==> config.mk <==
export PLATFORM = sky130hd
export DESIGN_NAME = axi_lite_arbiter
export DESIGN_NICKNAME = d
export VERILOG_FILES = /design/src/rtl/axi_lite_arbiter_pkg.sv /design/src/rtl/axi_lite_arbiter.sv
export SDC_FILE = /design/constraint.sdc
export NUM_CORES = 1
export LEC_CHECK = 0
export ABC_AREA = 1
export ABC_CLOCK_PERIOD_IN_PS = 2000
export BUFFER_PORTS_ARGS = -buffer_cell sky130_fd_sc_hd__buf_2
export CORE_AREA = 4 4 140 142
export CTS_CLUSTER_DIAMETER = 150
export DETAILED_ROUTE_END_ITERATION = 6
export DIE_AREA = 0 0 144 146
export PLACE_DENSITY = 0.39
export SETUP_SLACK_MARGIN = 0.4
export SLEW_MARGIN = 20
export SYNTH_ARGS = -nofsm -noshare
export SYNTH_HDL_FRONTEND = slang
export SYNTH_SLANG_ARGS = --single-unit
==> constraint.sdc <==
create_clock -name clk -period 2 [get_ports clk]
set_input_delay 0.3 -clock clk [delete_from_list [all_inputs] [get_ports clk]]
set_output_delay 0.3 -clock clk [all_outputs]
set_load 0.01 [all_outputs]
==> src/rtl/axi_lite_arbiter_pkg.sv <==
// Shared bus definitions for the IFU/LSU AXI4-Lite arbiter.
package axi_lite_arbiter_pkg;

   typedef enum logic [1:0] {
      ST_IDLE  = 2'd0,
      ST_RD_M0 = 2'd1,
      ST_RD_M1 = 2'd2,
      ST_WR_M1 = 2'd3
   } arb_state_e;

   localparam logic [1:0] AXI_RESP_OKAY = 2'b00;
   localparam logic [3:0] IFU_RSTRB_DEF = 4'b1111;

   localparam logic GNT_M0 = 1'b0;
   localparam logic GNT_M1 = 1'b1;

endpackage

==> src/rtl/axi_lite_arbiter.sv <==
// Two-master (IFU read-only, LSU read/write) to one-slave AXI4-Lite arbiter.
// One transaction in flight; LSU writes first, reads round-robin.
module axi_lite_arbiter
   import axi_lite_arbiter_pkg::*;
#(
   parameter logic [3:0] IFU_RSTRB = IFU_RSTRB_DEF
) (
   input  logic        clk,
   input  logic        rst,
   input  logic        m0_ARVALID,
   output logic        m0_ARREADY,
   input  logic [31:0] m0_ARADDR,
   output logic        m0_RVALID,
   input  logic        m0_RREADY,
   output logic [31:0] m0_RDATA,
   output logic [1:0]  m0_RRESP,
   input  logic        m1_ARVALID,
   output logic        m1_ARREADY,
   input  logic [31:0] m1_ARADDR,
   output logic        m1_RVALID,
   input  logic        m1_RREADY,
   output logic [31:0] m1_RDATA,
   output logic [1:0]  m1_RRESP,
   input  logic        m1_AWVALID,
   output logic        m1_AWREADY,
   input  logic [31:0] m1_AWADDR,
   input  logic        m1_WVALID,
   output logic        m1_WREADY,
   input  logic [31:0] m1_WDATA,
   input  logic [3:0]  m1_WSTRB,
   output logic        m1_BVALID,
   input  logic        m1_BREADY,
   output logic [1:0]  m1_BRESP,
   output logic        s_ARVALID,
   input  logic        s_ARREADY,
   output logic [31:0] s_ARADDR,
   input  logic        s_RVALID,
   output logic        s_RREADY,
   input  logic [31:0] s_RDATA,
   input  logic [1:0]  s_RRESP,
   output logic        s_AWVALID,
   input  logic        s_AWREADY,
   output logic [31:0] s_AWADDR,
   output logic        s_WVALID,
   input  logic        s_WREADY,
   output logic [31:0] s_WDATA,
   output logic [3:0]  s_WSTRB,
   input  logic        s_BVALID,
   output logic        s_BREADY,
   input  logic [1:0]  s_BRESP
);

   arb_state_e state_q, state_d;
   logic       ar_done_q, ar_done_d;
   logic       aw_done_q, aw_done_d;
   logic       w_done_q, w_done_d;
   logic       last_grant_q, last_grant_d;

   always_ff @(posedge clk) begin
      if (rst) begin
         state_q      <= ST_IDLE;
         ar_done_q    <= 1'b0;
         aw_done_q    <= 1'b0;
         w_done_q     <= 1'b0;
         last_grant_q <= GNT_M1;
      end else begin
         state_q      <= state_d;
         ar_done_q    <= ar_done_d;
         aw_done_q    <= aw_done_d;
         w_done_q     <= w_done_d;
         last_grant_q <= last_grant_d;
      end
   end

   always_comb begin
      state_d      = state_q;
      ar_done_d    = ar_done_q;
      aw_done_d    = aw_done_q;
      w_done_d     = w_done_q;
      last_grant_d = last_grant_q;
      unique case (state_q)
         ST_IDLE: begin
            // m0 wins a tie only when m1 held the previous read grant
            if (m1_AWVALID || m1_WVALID) begin
               state_d = ST_WR_M1;
            end else if (m0_ARVALID &&
                         (!m1_ARVALID || last_grant_q == GNT_M1)) begin
               state_d      = ST_RD_M0;
               last_grant_d = GNT_M0;
            end else if (m1_ARVALID) begin
               state_d      = ST_RD_M1;
               last_grant_d = GNT_M1;
            end
         end
         ST_RD_M0, ST_RD_M1: begin
            if (s_ARVALID && s_ARREADY) ar_done_d = 1'b1;
            if (s_RVALID && s_RREADY) begin
               state_d   = ST_IDLE;
               ar_done_d = 1'b0;
            end
         end
         ST_WR_M1: begin
            if (s_AWVALID && s_AWREADY) aw_done_d = 1'b1;
            if (s_WVALID && s_WREADY)   w_done_d  = 1'b1;
            if (s_BVALID && s_BREADY) begin
               state_d   = ST_IDLE;
               aw_done_d = 1'b0;
               w_done_d  = 1'b0;
            end
         end
         default: state_d = ST_IDLE;
      endcase
   end

   always_comb begin
      m0_ARREADY = 1'b0;
      m0_RVALID  = 1'b0;
      m0_RDATA   = '0;
      m0_RRESP   = AXI_RESP_OKAY;
      m1_ARREADY = 1'b0;
      m1_RVALID  = 1'b0;
      m1_RDATA   = '0;
      m1_RRESP   = AXI_RESP_OKAY;
      m1_AWREADY = 1'b0;
      m1_WREADY  = 1'b0;
      m1_BVALID  = 1'b0;
      m1_BRESP   = AXI_RESP_OKAY;
      s_ARVALID  = 1'b0;
      s_ARADDR   = '0;
      s_RREADY   = 1'b0;
      s_AWVALID  = 1'b0;
      s_AWADDR   = '0;
      s_WVALID   = 1'b0;
      s_WDATA    = '0;
      s_WSTRB    = m1_WSTRB;
      s_BREADY   = 1'b0;
      unique case (state_q)
         ST_RD_M0: begin
            s_ARVALID  = m0_ARVALID & ~ar_done_q;
            s_ARADDR   = m0_ARADDR;
            m0_ARREADY = s_ARREADY & ~ar_done_q;
            m0_RVALID  = s_RVALID;
            m0_RDATA   = s_RDATA;
            m0_RRESP   = s_RRESP;
            s_RREADY   = m0_RREADY;
            s_WSTRB    = IFU_RSTRB;
         end
         ST_RD_M1: begin
            s_ARVALID  = m1_ARVALID & ~ar_done_q;
            s_ARADDR   = m1_ARADDR;
            m1_ARREADY = s_ARREADY & ~ar_done_q;
            m1_RVALID  = s_RVALID;
            m1_RDATA   = s_RDATA;
            m1_RRESP   = s_RRESP;
            s_RREADY   = m1_RREADY;
         end
         ST_WR_M1: begin
            s_AWVALID  = m1_AWVALID & ~aw_done_q;
            s_AWADDR   = m1_AWADDR;
            m1_AWREADY = s_AWREADY & ~aw_done_q;
            s_WVALID   = m1_WVALID & ~w_done_q;
            s_WDATA    = m1_WDATA;
            m1_WREADY  = s_WREADY & ~w_done_q;
            m1_BVALID  = s_BVALID;
            m1_BRESP   = s_BRESP;
            s_BREADY   = m1_BREADY;
         end
         default: ;
      endcase
   end

endmodule

Word level (Yosys, flattened, before mapping) --
Index checks and enable logic that the tools add are counted.
Storage, ports and cells: flip-flop bits (word level) 6, bits of input ports 182, output and inout bits 182, word-level logic and storage cells 77
Operators by class: equality and inequality tests 6, multiplexer cells 35, bitwise gates (word level) 11, reductions and logical operators 20
Operators with widths (number):
- 2-to-1 mux 32 bit | 4
- one-hot mux 32 bit (2 select lines) | 1
- 2-to-1 mux 1 bit | 18
- 2-to-1 mux 2 bit | 8
- nonzero test 2 bit | 4
- bitwise AND 1 bit | 7
- logical AND 1 bit | 6
- one-hot mux 2 bit (3 select lines) | 1
- AND reduction 2 bit | 3
- AND reduction 3 bit | 2
- == test 2 bit, second input constant | 2
- 2-to-1 mux 4 bit | 1
- != test 2 bit, second input constant | 2
- != test 4 bit, second input constant | 1
- inverter 1 bit | 4
- one-hot mux 1 bit (2 select lines) | 2
- == test 2 x 1 -> 1 bit, second input constant | 1
- zero test 2 bit | 1
- logical OR 1 bit | 2
- OR reduction 2 bit | 1
- zero test 1 bit | 1

Logic depth before layout (Yosys ltp) --
word-level depth 6, depth in mapped cells 10, depth with buffers taken out 9

Worst setup path before layout --
Ideal clock, no wire load.
kind register -> output, from register state_q[0], to output port s_ARADDR[0], arrival time 1.280 ns, data required time 1.700 ns, slack 0.420 ns, stages on the path, launching flop included 6, path buffers 1, cell sequence dfxtp_1 > inv_1 > ha_1 > inv_2 > clkbuf_1 > a21oi_1
Between the ends: cells in the longest elaborated chain, start to end 2, elaborated cells between the ends (all ways) 3, classes of those cells eq/ne: 2; mux: 1
RTL lines:
- start, declared | line axi_lite_arbiter.sv:53 | arb_state_e state_q, state_d;
- start signal, assigned | line axi_lite_arbiter.sv:67 | state_q <= state_d;
- == test 2 bit / == test 2 x 1 -> 1 bit (equally long branches) | line axi_lite_arbiter.sv:137 | unique case (state_q)
- one-hot mux 32 bit (2 select lines) (*) | line axi_lite_arbiter.sv:137
- end, declared | line axi_lite_arbiter.sv:36 | output logic [31:0] s_ARADDR,
Every way passes the cells marked *; elsewhere a longest branch is shown, timed or not.

Final worst setup path --
from register state_q[1], to output port s_ARADDR[20]
Same word-level chain as after synthesis.

==> flow_summary.toml <==
[status]
outcome = "finished, final reports clean"

[layout]
antenna_cells = 0
final_area_um2 = 6420
layout_commonest_cell = "buf_2"
final_cell_mix = "271 x buf_2, 121 x nand2_1, 101 x buf_6"
drive_above_1_share_pct = 73.6
area_delta_synth_final_pct = 207
design.final.nets = 1062

[clock_tree]
clock_path_buffers = 2
cts_buffers = 3
clockRootBuffer = "clkbuf_16"
clkTransAtPathRegs_ps = 30
cts_num_sinks = 6
cts_max_level = 1
cts-hold-fix-buffers = 0
cts_tree = "yes"
insertion_delay_ps = 230

[grt]
grt_antenna_before_repair = 2
grt_use_total_pct = 12.0
first_global_vias = 3866
grt_pass1_wl_um = 19900
grt_overflow_total = 0
grt_max_degree = 35

[floorplanning]
die_x_um = 144
start_util_pct = 11.3
io-pin-count = 364
dieHeight_um = 146
rows = 50
core_um2 = 18500
dieArea_um2 = 21000

[logic_synthesis]
syn-num-nets = 669
synth_sequential_area_ratio_pct = 5.73
ys_warn_count = 0
synth_cells = 481
syn_area_um2 = 2090
syn_avg_cell_area_um2 = 4.35
yosys_register_bits = 6
synth_cell_types = 20

[sta]
rsz0062_at_grt = "true"
tightest_slew_ps = 224
hold_violations = 0
timing.hold.ws_ps = 285
finalCriticalPeriod_ps = 1790
fmaxAchievable_mhz = 558
timing.final.crit_share_pct = 89.7
relSlewSlack_pct = 85.0
setup_viol_count_final = 0
skew_ps = 1.69
drv_slew = 0
finalSetupTns_ps = 0
layout_setup_ws_ps = 207

[routing]
vias_per_cell = 3.84
vias = 4245
drt_iter0_markers = 72
drt_first_pass_iters = 4
routedWlPerCell_um = 14.5
drc = 0
wirelength_um = 16000
final_antenna_net_count = 0

[setup_path]
timing.critical_path.fanout_max = 8
worstSetupPathType = "flip-flop to output pin"
worstPathArrival_ps = 1490
start_kind = "flip-flop"
critPathCaptureType = "output pin"
r2r_slack_ps = 450
r2r_start = "state_q[1]"
setup.worst_path.start = "state_q[1]"
required_ps = 1700

[place]
place_congestion = 0.829
dpl_worst_slack_ps = 134
portBuffers = 363
dp_hpwl_um = 11400
place_area_um2 = 4180

[power]
power.leakage_nw = 4.47
power_density_nw_per_um2 = 918
ir_drop_mv = 0.363

[run]
drv_cap = 0

[worst_hold_path]
min-delay-start = "rst"
hold_path_class = "input pin to flip-flop"
logic make-up after synthesis:
| family | share of synthesized area (%) |
|---|---|
| fa+ha+maj | 3.58 |
| buf+inv | 33.6 |
| compound gates | 9.74 |
| simple gates | 47.3 |
| flops | 5.73 |
sequential cells by signal (all words and copies together) (netlist names):
name,flops
w_done_q,1
last_grant_q,1
ar_done_q,1
state_q,2
aw_done_q,1
synthesized netlist by cell type:
master	instances	area share, %
nand2_2	3	0.90
nor2_1	9	1.6
nand3b_1	1	0.36
or2_2	4	1.2
buf_4	2	0.72
a21oi_1	38	9.1
inv_1	149	27
o21ai_0	1	0.24
and3_1	1	0.30
nand2_1	223	40
nor3_1	1	0.24
nor2_2	2	0.60
ha_1	6	3.6
nand3_2	2	0.96
dfxtp_1	6	5.7
inv_2	2	0.36
buf_2	23	5.5
clkbuf_1	2	0.36
a21oi_2	1	0.42
nand3_1	5	1.2
final cells by class:
| cell class | instances | area [um^2] |
|---|---|---|
| timing repair buffer | 415 | 3310 |
| inverter | 151 | 582 |
| clock buffer | 3 | 75.1 |
| multi-input combinational | 297 | 2030 |
| tap | 234 | 293 |
| sequential | 6 | 128 |
| fill | 1957 | 12000 |
layer usage:
| metal | track usage, % | routed length, um | vias up | part of all wire [%] |
|---|---|---|---|---|
| met1 | 12.0 | 5580 | 1851 | 35 |
| met2 | 24.7 | 8790 | 247 | 55 |
| met3 | 3.12 | 1430 | 25 | 8.9 |
| li1 | - | - | 2120 | - |
| met4 | 1.32 | 231 | 2 | 1.4 |
| met5 | 0 | 13 | - | 0.081 |
report_power, final:
| part | switching [W] | leakage, nW | internal [W] | total [W] |
|---|---|---|---|---|
| sequential | 0.0000388 | 0.0503 | 0.000158 | 0.000196 |
| combinational | 0.00268 | 4.38 | 0.00270 | 0.00538 |
| clock | 0.0000648 | 0.0370 | 0.000256 | 0.000321 |
| total | 0.00278 | 4.47 | 0.00311 | 0.00590 |
metrics by stage:
| stage | total power (W) | instances | util [%] |
|---|---|---|---|
| after floorplan | 0.00180 | 481 | - |
| after global placement | 0.00302 | 1059 | 22.7 |
| after detailed placement | 0.00298 | 1059 | 22.7 |
| after CTS | 0.00407 | 1084 | 25.7 |
| after global routing | 0.00631 | 1106 | 34.8 |
| final | 0.00590 | 1106 | 34.8 |
final timing paths:
kind	to	cells after the start
min reg2reg	last_grant_q	2
max reg2reg	state_q[1]	10
max	s_ARADDR[20]	7
min	last_grant_q	3
what timing repair did:
action | 4_1_cts | 5_1_grt
cloned | 7 | 12
pin swaps | 3 | 49
setup endpoints to repair | 181 | 182
resized for setup | 48 | 381
buffers inserted | 15 | 10
critical path: stages (launching register included):
cell	delay (ps)
dfxtp_4	360
buf_6	120
ha_4	200
buf_6	130
buf_16	130
nand2_1	60
a21oi_1	120
buf_2	140
No activity file was read; power rests on OpenSTA's default activity.
